==> src/rtl/ex_muldiv_seq.sv <==
// Iterative signed multiply/divide engine for the execute stage: one bit per cycle,
// a sign-fixup cycle, then a one-cycle done pulse with the full double-width result.
module ex_muldiv_seq #(
    parameter int WIDTH = 32
) (
    input  logic             clk,
    input  logic             rst_b,
    input  logic             start,
    input  logic             cache_done,
    input  logic             flush,
    input  logic [5:0]       func,
    input  logic [WIDTH-1:0] input1,
    input  logic [WIDTH-1:0] input2,
    output logic             busy,
    output logic             done,
    output logic [WIDTH-1:0] result_lo,
    output logic [WIDTH-1:0] result_hi,
    output logic             div_by_zero
);

    localparam int CW = $clog2(WIDTH) + 1;
    localparam logic [CW-1:0] LAST_ITER = CW'(WIDTH - 1);

    localparam logic [5:0] FUNC_MULT = 6'b011000;
    localparam logic [5:0] FUNC_DIV  = 6'b011010;

    localparam logic [1:0] ST_IDLE = 2'd0;
    localparam logic [1:0] ST_RUN  = 2'd1;
    localparam logic [1:0] ST_SIGN = 2'd2;
    localparam logic [1:0] ST_DONE = 2'd3;

    logic [1:0]         state_reg;
    logic [CW-1:0]      count_reg;
    logic               is_div_reg;
    logic               neg_res_reg;
    logic               neg_rem_reg;
    logic [WIDTH-1:0]   a_reg;
    logic [WIDTH-1:0]   b_reg;
    // mult: running product; div: {partial remainder, quotient/dividend bits}
    logic [2*WIDTH-1:0] acc_reg;
    logic [WIDTH-1:0]   result_lo_reg;
    logic [WIDTH-1:0]   result_hi_reg;
    logic               dz_reg;

    logic               is_mult_req;
    logic               is_div_req;
    logic               can_accept;
    logic               dz_req;
    logic [WIDTH-1:0]   abs1;
    logic [WIDTH-1:0]   abs2;
    logic [WIDTH:0]     add_sum;
    logic [WIDTH:0]     trial;
    logic [2*WIDTH-1:0] mult_next;
    logic [2*WIDTH-1:0] div_next;
    logic [2*WIDTH-1:0] prod_signed;
    logic [WIDTH-1:0]   quo_signed;
    logic [WIDTH-1:0]   rem_signed;

    always_comb begin
        is_mult_req = (func == FUNC_MULT);
        is_div_req  = (func == FUNC_DIV);
        dz_req      = is_div_req && (input2 == '0);
        can_accept  = ((state_reg == ST_IDLE) || (state_reg == ST_DONE)) &&
                      start && cache_done && !flush && (is_mult_req || is_div_req);
        // -2^31 maps to 0x80000000, which is the correct unsigned magnitude
        abs1 = input1[WIDTH-1] ? -input1 : input1;
        abs2 = input2[WIDTH-1] ? -input2 : input2;
    end

    always_comb begin
        add_sum   = {1'b0, acc_reg[2*WIDTH-1:WIDTH]} + (acc_reg[0] ? {1'b0, a_reg} : '0);
        mult_next = {add_sum, acc_reg[WIDTH-1:1]};

        // Extra top bit lets the trial difference flag a borrow even when remainder >= 2^(W-1)
        trial = {acc_reg[2*WIDTH-1:WIDTH], acc_reg[WIDTH-1]} - {1'b0, b_reg};
        if (!trial[WIDTH])
            div_next = {trial[WIDTH-1:0], acc_reg[WIDTH-2:0], 1'b1};
        else
            div_next = {acc_reg[2*WIDTH-2:0], 1'b0};
    end

    always_comb begin
        prod_signed = neg_res_reg ? -acc_reg : acc_reg;
        quo_signed  = neg_res_reg ? -acc_reg[WIDTH-1:0] : acc_reg[WIDTH-1:0];
        rem_signed  = neg_rem_reg ? -acc_reg[2*WIDTH-1:WIDTH] : acc_reg[2*WIDTH-1:WIDTH];
    end

    always_ff @(posedge clk or posedge rst_b) begin
        if (rst_b) begin
            state_reg     <= ST_IDLE;
            count_reg     <= '0;
            is_div_reg    <= 1'b0;
            neg_res_reg   <= 1'b0;
            neg_rem_reg   <= 1'b0;
            a_reg         <= '0;
            b_reg         <= '0;
            acc_reg       <= '0;
            result_lo_reg <= '0;
            result_hi_reg <= '0;
            dz_reg        <= 1'b0;
        end else begin
            case (state_reg)
                ST_IDLE, ST_DONE: begin
                    if (can_accept) begin
                        if (dz_req) begin
                            result_lo_reg <= '1;
                            result_hi_reg <= input1;
                            dz_reg        <= 1'b1;
                            state_reg     <= ST_DONE;
                        end else begin
                            is_div_reg  <= is_div_req;
                            neg_res_reg <= input1[WIDTH-1] ^ input2[WIDTH-1];
                            neg_rem_reg <= input1[WIDTH-1];
                            a_reg       <= abs1;
                            b_reg       <= abs2;
                            acc_reg     <= is_div_req ? {{WIDTH{1'b0}}, abs1}
                                                      : {{WIDTH{1'b0}}, abs2};
                            count_reg   <= '0;
                            state_reg   <= ST_RUN;
                        end
                    end else begin
                        state_reg <= ST_IDLE;
                    end
                end
                ST_RUN: begin
                    if (flush) begin
                        state_reg <= ST_IDLE;
                    end else begin
                        acc_reg   <= is_div_reg ? div_next : mult_next;
                        count_reg <= count_reg + 1'b1;
                        if (count_reg == LAST_ITER)
                            state_reg <= ST_SIGN;
                    end
                end
                ST_SIGN: begin
                    if (flush) begin
                        state_reg <= ST_IDLE;
                    end else begin
                        if (is_div_reg) begin
                            result_lo_reg <= quo_signed;
                            result_hi_reg <= rem_signed;
                        end else begin
                            result_lo_reg <= prod_signed[WIDTH-1:0];
                            result_hi_reg <= prod_signed[2*WIDTH-1:WIDTH];
                        end
                        dz_reg    <= 1'b0;
                        state_reg <= ST_DONE;
                    end
                end
                default: state_reg <= ST_IDLE;
            endcase
        end
    end

    assign busy        = (state_reg == ST_RUN) || (state_reg == ST_SIGN);
    assign done        = (state_reg == ST_DONE);
    assign result_lo   = result_lo_reg;
    assign result_hi   = result_hi_reg;
    assign div_by_zero = dz_reg;

endmodule
==> config.mk <==
export PLATFORM = sky130hd
export DESIGN_NAME = ex_muldiv_seq
export DESIGN_NICKNAME = d
export VERILOG_FILES = /design/src/rtl/ex_muldiv_seq.sv
export SDC_FILE = /design/constraint.sdc
export NUM_CORES = 1
export LEC_CHECK = 0
export ABC_CLOCK_PERIOD_IN_PS = 8200
export BUFFER_PORTS_ARGS = -buffer_cell sky130_fd_sc_hd__buf_2
export CAP_MARGIN = 20
export CORE_ASPECT_RATIO = 0.9
export CORE_MARGIN = 2
export CORE_UTILIZATION = 60
export DETAILED_ROUTE_END_ITERATION = 8
export GPL_TIMING_DRIVEN = 0
export PLACE_DENSITY = 0.8
export SETUP_SLACK_MARGIN = 0.02
export SYNTH_ARGS = -nofsm -noshare
export SYNTH_HDL_FRONTEND = slang
export SYNTH_SLANG_ARGS = --single-unit
==> constraint.sdc <==
create_clock -name clk -period 8.2 [get_ports clk]
set_input_delay 0.41 -clock clk [delete_from_list [all_inputs] [get_ports clk]]
set_output_delay 0.41 -clock clk [all_outputs]
set_load 0.05 [all_outputs]
==> impl_metrics.ini, run 1 <==
[sta]
tightest_slew_ns = 1.03
period_share_pct = 55.5
setup_viol = 0
fin_skew_ns = 0.0181
max-slew-margin-rel_pct = 31.1
tns_ns = 0
finalHoldViolCount = 0
fmax_ghz = 0.220
finalMaxSlewViolations = 0
min_period_ns = 4.55
rsz0062_at_grt = no

[yosys]
syn-cell-area_mm2 = 0.0158
synth_top_area_share_pct = 32.4
synth_fp_nets = 2062
synth_seq_cells = 204
synth.distinct_cells = 85
synth_ff_type = dfrtp_1
yosys-top-cells-count = 245 x nand2_1, 212 x o21ai_0, 204 x dfrtp_1, 122 x nor2_1
synth_top_cell_by_area = dfrtp_1
synth_top_cells_by_area = dfrtp_1 32%, o21ai_0 6.7%, xor2_1 5.9%, nand2_1 5.8%, ha_1 5.7%
yosysSeqAreaShare_pct = 32.4
synthCells = 1913
async_flop_share_pct = 100
synth_edf_count = 0
syn_avg_cell_area_um2 = 8.25
ys_warn_count = 0
yosysMostFrequentCell = nand2_1

[clock_network]
clockRootBuffer = clkbuf_16
clk-insertion-delay-late_ns = 0.53
cts_hold_buf = 1
post_cts_resized = 0
cts.sinks = 204
clk_pin_slew_ns = 0.06
postCtsSetupRepairBufs = 0
tritoncts = built
cts_made_buffers = 24
cts_buffer_depth = 3
htree_levels = 1

[place]
place_hpwl_mm = 45.8
place_inst = 2403
finalWeightedCongestion = 1.01
numPortBuffers = 141

[die]
placementRows = 56
dieWidth_um = 175
io_pins = 142
dieArea_mm2 = 0.0276
start_util_pct = 60.8
core_area_mm2 = 0.0259
die_h_um = 158

[global_route]
grt_pass1_vias = 15000
grt_usage_pct = 41.0
grt.overflow.total = 0
grt_pass1_wl_mm = 86.3
antenna_found_initial = 1
met3_usage_pct = 13.1
grt.met2_usage_pct = 59.3
grt_use_met1_pct = 56.7
busiest_layer = met2
grt_max_degree = 133

[routing]
wl_per_cell_um = 23.4
via_per_inst = 6.59
first_pass_iters = 6
remaining_drc_errors = 0
drtIter0Drc = 1993
drt_wl_total_mm = 57.3
num_vias = 16100
ant_nets = 0

[final_layout]
finish.utilization_pct = 68.6
nNetsFinal = 2231
drive_above_1_share_pct = 11.3
fin_cells = 2449
nFillCells = 2201
largest_reg_flops = 64
synthToLayoutAreaGrowth_pct = 12.7

[run]
cap_viol_max_count = 0

[setup_path]
end_kind = flop
cp_data_arrival_time_ns = 4.96
worstPathRequired_ns = 8.60
reg2reg_depth = 13
start_kind = flop
crit_fanout = 10
critPathKind = reg -> reg

[pwr]
p_leak_nw = 7.99
switchingPower_mw = 1.38
power.total_mw = 3.53
pwr-share-comb_pct = 33.2
p_seq_share_pct = 35.1
ir_worst_vdd_mv = 0.145
internal-power_mw = 2.15
p_clk_share_pct = 31.7
switching_share_pct = 39.2
power_density_mw_per_mm2 = 199

[min_path]
min_path_type = in -> reg
hold_depth = 3

[status]
outcome = finished clean
-- critical path: stages (launching register included) --
cell and delay, ns:
dfrtp_1 0.33, clkbuf_1 0.48, clkbuf_1 0.37, and2_1 0.20
ha_1 0.23, o211a_1 0.18, o21ai_0 0.12, a31oi_1 0.47
a21oi_1 0.25, o2111a_1 0.36, o41ai_1 0.76, xnor2_1 0.23
nor2_1 0.06, a2111o_1 0.39
-- stage by stage --
step                hold WS, ns  cell area (µm²)  setup slack [ns]
floorplan                 0.436            15800              2.22
global placement          0.455            16900            0.0594
detailed placement        0.465            17000              3.89
CTS                       0.240            17800              3.85
global route              0.260            17800              3.53
finish                    0.254            17800              3.65
-- final timing paths --
path	slack (ns)	from	to
worst min register to register	0.47	div_by_zero	div_by_zero
worst min-delay path	0.25	input1[24]	result_hi[24]
max in group asynchronous	6.66	rst_b	state_reg[0]
worst max-delay path	3.65	acc_reg[0]	acc_reg[62]
min in group asynchronous	0.50	rst_b	result_lo[27]
worst max register to register	3.65	acc_reg[0]	acc_reg[62]
-- power groups by stage --
stage	clock (mW)	combinational, mW	sequential (mW)
after floorplan	0	0.531	1.53
after global placement	0	1.13	1.25
after detailed placement	0	1.14	1.25
after CTS	1.11	1.15	1.24
after global routing	1.15	1.25	1.25
final	1.12	1.17	1.24
-- metal layers --
metal,up-vias,wire (µm)
li1,7252,-
met1,7750,23400
met2,1010,23200
met3,133,8110
met4,0,2530
met5,-,0
-- cells in the final DEF, fill, tap and decap left out, drive strengths merged, types with 5 or more instances in the layout --
cell type / count
a211oi: 16
a21boi: 5
a21o: 29
a21oi: 108
a22oi: 22
a311oi: 8
a31o: 5
a31oi: 59
and2: 39
and3: 8
buf: 170
clkbuf: 112
clkinv: 5
dfrtp: 204
ha: 72
inv: 81
mux2: 10
mux2i: 73
nand2: 246
nand2b: 12
nand3: 23
nand4: 14
nor2: 122
nor2b: 10
nor3: 29
nor3b: 12
nor4: 20
o211ai: 7
o21a: 12
o21ai: 230
o21bai: 12
o31a: 6
o31ai: 39
o41ai: 19
or3: 13
or4: 15
xnor2: 67
xor2: 106
-- cells by family (layout without fill, tap and decap cells) --
family	count (synthesis)	count (layout)	synth area share (%)
other	0	1	0
XOR/XNOR	173	173	9.61
flip-flops	204	204	32.4
adder cells (fa/ha/maj)	74	74	5.96
multiplexers	83	83	5.37
AO/OA/AOI/OAI	616	616	24.4
buffers and inverters	187	374	4.86
AND/OR/NAND/NOR	576	576	17.4
-- final cells by class --
cell class                 instances  area [µm²]  area share [%]
timing repair buffer             143         743            4.18
clock inverter                    10         115           0.648
multi-input combinational       1522        9900            55.7
inverter                          81         312            1.75
clock buffer                      34         699            3.93
buffer                           106         463            2.60
tap                              348         435            2.45
antenna                            1        2.50          0.0141
sequential                       204        5100            28.7
(Power assumes the default switching activity.)
==> inputs of run 2 (changes only) <==
--- a/config.mk
+++ b/config.mk
@@ -5,7 +5,7 @@
 export SDC_FILE = /design/constraint.sdc
 export NUM_CORES = 1
 export LEC_CHECK = 0
-export ABC_CLOCK_PERIOD_IN_PS = 8200
+export ABC_CLOCK_PERIOD_IN_PS = 4500
 export BUFFER_PORTS_ARGS = -buffer_cell sky130_fd_sc_hd__buf_2
 export CAP_MARGIN = 20
 export CORE_ASPECT_RATIO = 0.9
==> constraint.sdc (replaced) <==
create_clock -name clk -period 4.5 [get_ports clk]
set_input_delay 0.225 -clock clk [delete_from_list [all_inputs] [get_ports clk]]
set_output_delay 0.225 -clock clk [all_outputs]
set_load 0.05 [all_outputs]
==> run 2 against run 1 <==
Effect of this change: global-route usage up 0.74 points; final area is 0.66% higher; worst setup slack worse by 3.5 ns; non-clock buffer count increased by 4; sequential power increased by 81%; via count up 0.34%; sequential share of layout area down 0.19 points; combinational power grew 85%; critical endpoint unchanged; flip-flop and latch count did not move; first-iteration DRC count increased by 1.1%.
==> impl_metrics.ini, run 2 (synthesis gave the netlist of run 1 again) <==
[global_route]
grt_use_met1_pct = 58.5
met3_usage_pct = 12.2
grt_max_degree = 42
grt.overflow.total = 0
grt.met2_usage_pct = 60.1
grt_pass1_wl_mm = 87.7
busiest_layer = met2
antenna_found_initial = 1
grt_pass1_vias = 14800
grt_usage_pct = 41.7

[routing]
num_vias = 16200
wl_per_cell_um = 23.7
first_pass_iters = 8
ant_nets = 0
drtIter0Drc = 2015
drt_wl_total_mm = 58.3
via_per_inst = 6.60
remaining_drc_errors = 0

[clock_network]
cts_made_buffers = 25
clockRootBuffer = clkbuf_16
cts.sinks = 204
tritoncts = built
htree_levels = 1
clk-insertion-delay-late_ns = 0.56
cts_buffer_depth = 3
clk_pin_slew_ns = 0.06

[die]
io_pins = 142
dieArea_mm2 = 0.0276
placementRows = 56
core_area_mm2 = 0.0259
die_h_um = 158
start_util_pct = 60.8
dieWidth_um = 175

[sta]
tns_ns = 0
rsz0062_at_grt = no
finalMaxSlewViolations = 0
fmax_ghz = 0.230
period_share_pct = 96.4
fin_skew_ns = 0.0299
max-slew-margin-rel_pct = 30.9
min_period_ns = 4.34
hold_ws_ns = 0.0247
finalHoldViolCount = 0
tightest_slew_ns = 1.04
setup_viol = 0

[final_layout]
final_common_cell = nand2_1
fin_cells = 2456
nNetsFinal = 2236
nFillCells = 2152
design_area_mm2 = 0.0179
drive_above_1_share_pct = 11.8
final_cell_mix = 245 x nand2_1, 212 x o21ai_0, 204 x dfrtp_1
synthToLayoutAreaGrowth_pct = 13.4
largest_reg_flops = 64

[min_path]
min_path_type = in -> reg
hold_depth = 3
hp-start = input1[29]

[setup_path]
start_kind = flop
end_kind = flop
critPathKind = reg -> reg
reg2reg_depth = 13
critPathLaunch = acc_reg[0]
r2r-start = acc_reg[0]
cp_data_arrival_time_ns = 4.75
crit_fanout = 10
worstPathRequired_ns = 4.91

[place]
numPortBuffers = 141
post_dp_cell_area_mm2 = 0.0170
finalWeightedCongestion = 1.05
place_hpwl_mm = 46.8
place_inst = 2407

[run]
cap_viol_max_count = 0

[pwr]
power.total_mw = 6.53
power_density_mw_per_mm2 = 365
ir_worst_vdd_mv = 0.378
p_leak_nw = 8.04

[status]
outcome = finished clean
run 2: metal layers:
layer  part of all wire (%)  wire length [µm]  vias to the layer above
met3                     14              7880                      158
met1                     41             24100                     7673
met2                     41             23700                     1123
met4                    4.6              2660                        2
met5                  0.012                 7                        -
li1                       -                 -                     7244
run 2: layout make-up:
cell class | count | area, µm² | area share, %
buffer | 106 | 463 | 2.59
clock inverter | 14 | 160 | 0.895
clock buffer | 31 | 688 | 3.85
antenna | 3 | 7.51 | 0.0420
inverter | 81 | 308 | 1.72
timing repair buffer | 147 | 816 | 4.56
tap | 348 | 435 | 2.43
sequential | 204 | 5100 | 28.5
multi-input combinational | 1522 | 9910 | 55.4
run 2: worst max-delay path: stages (launching register included):
cell and delay [ns]:
dfrtp_1 0.32, clkbuf_1 0.50, clkbuf_1 0.39, and2_1 0.21, ha_1 0.25, o211a_1 0.21
o21ai_0 0.14, a31oi_1 0.48, a21oi_1 0.23, o2111a_1 0.33, o41ai_1 0.50, xnor2_1 0.20
nor2_1 0.07, a2111o_1 0.38
run 2: stage by stage:
step | worst slack, ns | util, %
floorplan | 1.23 | -
global placement | 0.371 | 65.3
detailed placement | 0.273 | 65.6
CTS | 0.162 | 69.0
global route | 0.0701 | 69.0
finish | 0.161 | 69.0
run 2: path summary, 6_finish.rpt:
kind / slack (ns) / end
min in group asynchronous: 0.35 / result_lo[31]
worst min register to register: 0.47 / a_reg[30]
max in group asynchronous: 3.21 / state_reg[0]
worst min-delay path: 0.02 / result_hi[29]
worst max register to register: 0.16 / acc_reg[62]
worst max-delay path: 0.16 / acc_reg[62]
run 2: timing repair:
item / CTS / global route
endpoints found under the setup margin: 0 / 20
buffers inserted: 0 / 0
hold endpoints to repair: 29 / 0
hold buffers: 1 / 0
gates resized for setup: 0 / 2
run 2: power by group:
group,switching [mW],internal [mW]
Sequential,0.177,2.08
Combinational,1.52,0.640
Clock,0.850,1.26
